==> src/rtl/mem_arbiter.sv <==
// Two-port (fetch/data) arbiter in front of a single-ported memory with variable latency.
// Optional macro ARB_ROUND_ROBIN_EN selects round-robin on simultaneous requests; default is data-priority.
module mem_arbiter #(
  parameter int unsigned ADDR_W = 16,
  parameter int unsigned DATA_W = 16
) (
  input  logic              clk,
  input  logic              rst,
  input  logic              i_req,
  input  logic [ADDR_W-1:0] i_addr,
  output logic              i_ack,
  output logic [DATA_W-1:0] i_rdata,
  input  logic              d_req,
  input  logic              d_wr,
  input  logic [ADDR_W-1:0] d_addr,
  input  logic [DATA_W-1:0] d_wdata,
  output logic              d_ack,
  output logic [DATA_W-1:0] d_rdata,
  output logic              mem_en,
  output logic              mem_wr,
  output logic [ADDR_W-1:0] mem_addr,
  output logic [DATA_W-1:0] mem_wdata,
  input  logic [DATA_W-1:0] mem_rdata,
  input  logic              mem_valid,
  output logic              busy,
  output logic              owner
);

  typedef enum logic [1:0] {ST_IDLE, ST_ISSUE, ST_WAIT, ST_ACK} state_e;

  state_e              state_q, state_d;
  logic                mem_en_q, mem_en_d;
  logic                mem_wr_q, mem_wr_d;
  logic [ADDR_W-1:0]   mem_addr_q, mem_addr_d;
  logic [DATA_W-1:0]   mem_wdata_q, mem_wdata_d;
  logic                i_ack_q, i_ack_d;
  logic                d_ack_q, d_ack_d;
  logic [DATA_W-1:0]   i_rdata_q, i_rdata_d;
  logic [DATA_W-1:0]   d_rdata_q, d_rdata_d;
  logic                busy_q, busy_d;
  logic                owner_q, owner_d;
  logic                grant_data_c;

  // owner_q doubles as the last-served port: it is updated at every grant.
`ifdef ARB_ROUND_ROBIN_EN
  assign grant_data_c = (d_req && i_req) ? ~owner_q : d_req;
`else
  assign grant_data_c = d_req;
`endif

  always_ff @(posedge clk) begin
    if (rst) begin
      state_q     <= ST_IDLE;
      mem_en_q    <= 1'b0;
      mem_wr_q    <= 1'b0;
      mem_addr_q  <= '0;
      mem_wdata_q <= '0;
      i_ack_q     <= 1'b0;
      d_ack_q     <= 1'b0;
      i_rdata_q   <= '0;
      d_rdata_q   <= '0;
      busy_q      <= 1'b0;
      owner_q     <= 1'b0;
    end else begin
      state_q     <= state_d;
      mem_en_q    <= mem_en_d;
      mem_wr_q    <= mem_wr_d;
      mem_addr_q  <= mem_addr_d;
      mem_wdata_q <= mem_wdata_d;
      i_ack_q     <= i_ack_d;
      d_ack_q     <= d_ack_d;
      i_rdata_q   <= i_rdata_d;
      d_rdata_q   <= d_rdata_d;
      busy_q      <= busy_d;
      owner_q     <= owner_d;
    end
  end

  // Next state, request latching and read-data capture; strobes decode from the next state.
  always_comb begin
    state_d     = state_q;
    mem_wr_d    = mem_wr_q;
    mem_addr_d  = mem_addr_q;
    mem_wdata_d = mem_wdata_q;
    i_rdata_d   = i_rdata_q;
    d_rdata_d   = d_rdata_q;
    owner_d     = owner_q;

    unique case (state_q)
      ST_IDLE: begin
        if (i_req || d_req) begin
          state_d = ST_ISSUE;
          owner_d = grant_data_c;
          if (grant_data_c) begin
            mem_addr_d  = d_addr;
            mem_wdata_d = d_wdata;
            mem_wr_d    = d_wr;
          end else begin
            mem_addr_d  = i_addr;
            mem_wr_d    = 1'b0;
          end
        end
      end
      ST_ISSUE: state_d = ST_WAIT;
      ST_WAIT: begin
        if (mem_valid) begin
          state_d = ST_ACK;
          if (!mem_wr_q) begin
            if (owner_q) d_rdata_d = mem_rdata;
            else         i_rdata_d = mem_rdata;
          end
        end
      end
      ST_ACK:  state_d = ST_IDLE;
      default: state_d = ST_IDLE;
    endcase

    mem_en_d = (state_d == ST_ISSUE);
    busy_d   = (state_d != ST_IDLE);
    i_ack_d  = (state_d == ST_ACK) && !owner_d;
    d_ack_d  = (state_d == ST_ACK) &&  owner_d;
  end

  assign mem_en    = mem_en_q;
  assign mem_wr    = mem_wr_q;
  assign mem_addr  = mem_addr_q;
  assign mem_wdata = mem_wdata_q;
  assign i_ack     = i_ack_q;
  assign d_ack     = d_ack_q;
  assign i_rdata   = i_rdata_q;
  assign d_rdata   = d_rdata_q;
  assign busy      = busy_q;
  assign owner     = owner_q;

endmodule
==> config.mk <==
export PLATFORM = sky130hd
export DESIGN_NAME = mem_arbiter
export DESIGN_NICKNAME = d
export VERILOG_FILES = /design/src/rtl/mem_arbiter.sv
export SDC_FILE = /design/constraint.sdc
export NUM_CORES = 1
export LEC_CHECK = 0
export CAP_MARGIN = 20
export CORE_ASPECT_RATIO = 0.8
export CORE_UTILIZATION = 45
export DETAILED_ROUTE_END_ITERATION = 8
export DONT_BUFFER_PORTS = 1
export SLEW_MARGIN = 20
export SYNTH_ARGS = -nofsm -noshare
export SYNTH_HDL_FRONTEND = slang
export SYNTH_SLANG_ARGS = --single-unit
==> constraint.sdc <==
create_clock -name clk -period 1.7 [get_ports clk]
set_input_delay 0.34 -clock clk [delete_from_list [all_inputs] [get_ports clk]]
set_output_delay 0.34 -clock clk [all_outputs]
set_load 0.01 [all_outputs]
==> results of run 1 <==
-- flip-flops by register name, summed over array words and instances, names as in the netlist --
register and cells:
busy 1, d_ack 1, d_rdata 16, i_ack 1, i_rdata 16, mem_addr 16, mem_en 1, mem_wdata 16
mem_wr 1, owner 1, state_q 2
-- layout make-up --
cell class	count	share of cell area [%]
clock buffer	10	4.395
tap	78	3.361
sequential	72	49.63
multi-input combinational	218	38.99
inverter	3	0.3878
clock inverter	6	1.249
timing repair buffer	6	1.982
-- power by group through the flow --
stage                     registers [mW]  logic, mW  clock network (mW)
after global routing                2.40       1.20                1.24
after floorplan                     2.32      0.896                   0
final                               2.35       1.04                1.14
after detailed placement            2.39       1.06                   0
after CTS                           2.36       1.06                1.18
after global placement              2.39       1.03                   0
-- path summary, 6_finish.rpt --
kind | startpoint | end | slack [ns]
worst min register to register | mem_wdata[1]$_SDFFE_PP0P_ | mem_wdata[1]$_SDFFE_PP0P_ | 0.49
worst min-delay path | rst | mem_addr[12]$_SDFFE_PP0P_ | 0.07
worst max register to register | state_q[0]$_SDFF_PP0_ | i_rdata[15]$_SDFFE_PP0P_ | 0.24
worst max-delay path | state_q[0]$_SDFF_PP0_ | i_rdata[15]$_SDFFE_PP0P_ | 0.24
-- synthesized netlist by cell type (all sizes together) --
| cell type | instances | area, µm² |
|---|---|---|
| nand2 | 99 | 371.6 |
| dfxtp | 72 | 1441 |
| a21oi | 50 | 250.2 |
| nor2 | 20 | 75.07 |
| a211oi | 16 | 120.1 |
| mux2i | 16 | 160.2 |
| buf | 13 | 83.83 |
| clkbuf | 10 | 41.29 |
| ha | 3 | 37.54 |
| inv | 3 | 11.26 |
| nor3 | 3 | 20.02 |
| nand2b | 2 | 12.51 |
| a311o | 1 | 10.01 |
| and2 | 1 | 6.260 |
| and4b | 1 | 10.01 |
| and4bb | 1 | 12.51 |
| nand4b | 1 | 8.760 |
| nand4bb | 1 | 11.26 |
| nor3b | 1 | 12.51 |
| o21a | 1 | 8.760 |
| o21ai | 1 | 5.000 |
-- metal layers --
layer	wire length, µm	part of all wire, %	up-vias
met5	0	0	-
met3	788	14	9
met2	2483	43	116
met4	84	1.5	0
met1	2394	42	912
li1	-	-	1047
-- logic make-up after synthesis --
family	synth area share, %
simple gates	19.94
flops	53.19
compound gates	14.54
buf+inv	5.032
mux	5.909
fa+ha+maj	1.385
-- worst max-delay path, delay by kind of cell, from the launching register on --
family	cells	cell delay (ns)
AOI/OAI and AO/OA	1	0.13
adders and majority gates	1	0.23
buffers and inverters	1	0.11
DFF	1	0.32
and+or+nand+nor	2	0.60
-- metrics by stage --
stage / utilization, % / setup WS (ns)
2_1_floorplan: - / 0.3333
3_3_place_gp: 48.80 / 0.2919
3_5_place_dp: 48.80 / 0.2606
4_1_cts: 51.72 / 0.2409
5_1_grt: 51.72 / 0.09873
6_report: 51.72 / 0.2412
==> metrics.txt, run 1 <==
initial antenna violation count 0; input/output buffers 0; crit end category flop; Longest Clk Path Bufs 2; Worst Path Required 1.98 ns; synthesized net count 389; Power Internal 2.950 mW; Switching Share 34.80%; CTS tree built; final wirelength 5750 µm; Sink Count 72; Setup TNS Final 0 ns; Comb pwr share 23.0%; Worst IR Drop VDD 587.5 µV; hold crit path type in -> reg; Multi-input gate area 0.001132 mm²; Data arrival, critical path 1.74 ns; drt via density 5.303; fin crit period 1.459 ns; Cell variety after synth 25; FF+latch area 0.001441 mm²; 1st-iter DRT viols 104; area post-placement 0.002740 mm²; fill count 569; Setup Viol. Count Final 0; Crit-path slowest cell and4bb_2; Cell Chain, Critical Path inv_1 -> ha_1 -> and4bb_2 -> nand2_1 -> a21oi_1; n_diodes 0; Crit Path Category reg -> reg; pwr dens 1558 mW/mm²; Final nets 383; final hold vios 0; clock slew at reported path FFs 0.08 ns; MaxCap Viol Count 0; die height 71.41 µm; CTS Buf Count 9; Cell Area, Synth 0.002710 mm²; largest net degree at the start of global routing 71; HPWL Detailed 3934 µm; Starting Density 48.26%; leakage 1.062 nW; CTS H-tree depth 3; post-placement cell count 377; met3 GRT Util 9.332%; period utilization 85.81%; layout overhead on the synthesized area 7.156%; Clock Skew 0.006071 ns; global-route wire length before repair 8963 µm; Syn Inst Count 316; share of cells above drive strength 1 7.937%; GRT Residual Overflow 0; PostCTS Resize Cnt 0; Post-DRT Antenna Nets 0; Crit Path Max Fanout 16; setup bufs post-CTS 0; root buffer cell clkbuf_8; Wirelength per Cell 14.63 µm; number of global-route vias before repair 1951; GR peak layer met2; residual DRC count 0; num ports 140; Slew Viols, Final 0; via count 2084; die width 88.77 µm; CP startpoint kind flop; FP Rows 24; Pre-antenna DRT Iters 4; Slew Limit Headroom 75.02%; worst-margin pin slew 0.3747 ns; clock group share of total power 25.1%; #FFs+latches synth 72; GR Layer Usage met1 21.21%; latest clock arrival within the worst-skew pair 0.34 ns; commonest non-fill, non-tap cell in the layout nand2_1; worst-case reg-to-reg path depth 5; Hold Slack 0.06713 ns; Yosys warning count 0; CORE AREA 0.005615 mm²; RSZ-0062 raised after global routing false; register area share after synthesis 53.19%; GRT Util Overall 18.88%; Hold Path Cell Cnt 1; met2 Track Usage GR 30.09%; RePlAce Congestion 0.6727; Syn Area/Cell 8.576 µm²; Sequential Power Share 51.9%; fin cells 393; Critical Path Max Stage Delay 0.50 ns; design area 0.002904 mm²; most frequent cells in the layout 99 x nand2_1, 72 x dfxtp_1, 50 x a21oi_1; P_sw 1.574 mW; Post-CTS Hold Buffers 0; total power 4.524 mW; status finished clean; fmax 685.5 MHz; die area 0.006339 mm²
Note: power is estimated with default switching activity, not from simulation.
==> inputs of run 2 (changes only) <==
Settings changed: CAP_MARGIN 20 to 5, CTS_BUF_LIST from default to sky130_fd_sc_hd__clkbuf_16.
==> run 2 against run 1 <==
Net effect:
- clock skew about the same
- cell area increased by 3.5%
- sequential power about the same
- largest cell class unchanged
- fmax about the same
- largest power group unchanged
- global-route usage about the same
- critical path depth unchanged
- critical path type unchanged
- via count decreased by 0.53%
==> metrics.txt, run 2 (synthesis gave the netlist of run 1 again) <==
status finished clean; fin crit period 1.458 ns; PostCTS Resize Cnt 0; Crit path max-delay family simple AND/OR/NAND/NOR gates; fmax 685.7 MHz; clock slew at reported path FFs 0.05 ns; worst-margin pin slew 0.3803 ns; largest net degree at the start of global routing 71; Clock Skew 0.005630 ns; Setup TNS Final 0 ns; final hold vios 0; input/output buffers 0; reg2reg end i_rdata[14]$_SDFFE_PP0P_; die width 88.77 µm; clock group share of total power 32.6%; Crit-path slowest cell and4bb_2; Power Internal 3.404 mW; period utilization 85.79%; drt via density 5.275; Post-DRT Antenna Nets 0; Comb pwr share 20.7%; Worst Path Required 1.95 ns; HPWL Detailed 3934 µm; GR peak layer met2; crit end category flop; CP Depth 5; Worst IR Drop VDD 734.6 µV; worst-case reg-to-reg path depth 5; CORE AREA 0.005615 mm²; Final nets 383; residual DRC count 0; CTS Buf Count 9; most frequent cells in the layout 99 x nand2_1, 72 x dfxtp_1, 50 x a21oi_1; setup bufs post-CTS 0; Hold Path Cell Cnt 1; commonest non-fill, non-tap cell in the layout nand2_1; Wirelength per Cell 14.67 µm; leakage 1.112 nW; n_diodes 0; latest clock arrival within the worst-skew pair 0.32 ns; pwr dens 1674 mW/mm²; via count 2073; Slew Viols, Final 0; CP startpoint kind flop; met2 Track Usage GR 30.26%; Pre-antenna DRT Iters 4; met3 GRT Util 10.02%; HP Start rst; FF+latch area 0.001441 mm²; Sink Count 72; Data arrival, critical path 1.71 ns; RR Startpoint state_q[0]$_SDFF_PP0_; design area 0.003005 mm²; Setup Viol. Count Final 0; MaxCap Viol Count 0; Hold EP mem_wdata[7]$_SDFFE_PP0P_; GRT Util Overall 18.83%; Buf/Inv on CP 1; area post-placement 0.002740 mm²; Cell Chain, Critical Path inv_1 -> ha_1 -> and4bb_2 -> nand2_1 -> a21oi_1; P_sw 1.627 mW; die height 71.41 µm; CTS H-tree depth 3; Longest Clk Path Bufs 2; FP Rows 24; number of global-route vias before repair 1958; Slew Limit Headroom 74.65%; final wirelength 5767 µm; Sequential Power Share 46.7%; Critical Path Max Stage Delay 0.50 ns; hold crit path type in -> reg; GRT Residual Overflow 0; CTS tree built; GR Layer Usage met1 21.36%; Multi-input gate area 0.001132 mm²; Post-CTS Hold Buffers 0; Crit Path Category reg -> reg; Crit Path Max Fanout 16; Starting Density 48.26%; global-route wire length before repair 8990 µm; layout overhead on the synthesized area 10.90%; share of cells above drive strength 1 7.937%; RePlAce Congestion 0.6727; crit path launch state_q[0]$_SDFF_PP0_; Reg2Reg Setup Slack 0.24 ns; die area 0.006339 mm²; Switching Share 32.34%; RSZ-0062 raised after global routing false; root buffer cell clkbuf_16; fill count 558; 1st-iter DRT viols 88; initial antenna violation count 0; num ports 140
[run 2: area by class of cell]
type | count | share of cell area [%]
clock inverter | 7 | 1.332
sequential | 72 | 47.96
tap | 78 | 3.247
clock buffer | 9 | 7.494
multi-input combinational | 218 | 37.68
timing repair buffer | 6 | 1.915
inverter | 3 | 0.3747
[run 2: power groups by stage]
| stage | clock (mW) | combinational [mW] | sequential (mW) |
|---|---|---|---|
| 2_1_floorplan | 0 | 0.896 | 2.32 |
| 3_3_place_gp | 0 | 1.03 | 2.39 |
| 3_5_place_dp | 0 | 1.06 | 2.39 |
| 4_1_cts | 1.68 | 1.06 | 2.36 |
| 5_1_grt | 1.75 | 1.20 | 2.40 |
| 6_report | 1.64 | 1.04 | 2.35 |
[run 2: worst max path at each step]
stage / end / slack [ns]
finish: i_rdata[14]$_SDFFE_PP0P_ / 0.24
global route: i_rdata[15]$_SDFFE_PP0P_ / 0.10
CTS: i_rdata[14]$_SDFFE_PP0P_ / 0.25
detailed placement: i_rdata[14]$_SDFFE_PP0P_ / 0.26
global placement: i_rdata[3]$_SDFFE_PP0P_ / 0.29
floorplan: i_rdata[5]$_SDFFE_PP0P_ / 0.33
[run 2: through the flow]
| stage | hold slack, ns | std cells | worst slack (ns) | power [mW] | utilization, % |
|---|---|---|---|---|---|
| 3_5_place_dp | 0.4145 | 377 | 0.2606 | 3.454 | 48.80 |
| 4_1_cts | 0.07302 | 393 | 0.2454 | 5.101 | 53.52 |
| 3_3_place_gp | 0.4131 | 377 | 0.2919 | 3.419 | 48.80 |
| 5_1_grt | 0.07197 | 393 | 0.1041 | 5.353 | 53.52 |
| 2_1_floorplan | 0.4760 | 316 | 0.3333 | 3.215 | - |
| 6_report | 0.09107 | 393 | 0.2416 | 5.031 | 53.52 |
[run 2: layer usage]
layer / wire length (µm) / part of all wire (%) / vias to the layer above
met5: 0 / 0 / -
met3: 666 / 12 / 2
met2: 2542 / 44 / 92
met1: 2522 / 44 / 931
li1: - / - / 1048
met4: 36 / 0.62 / 0
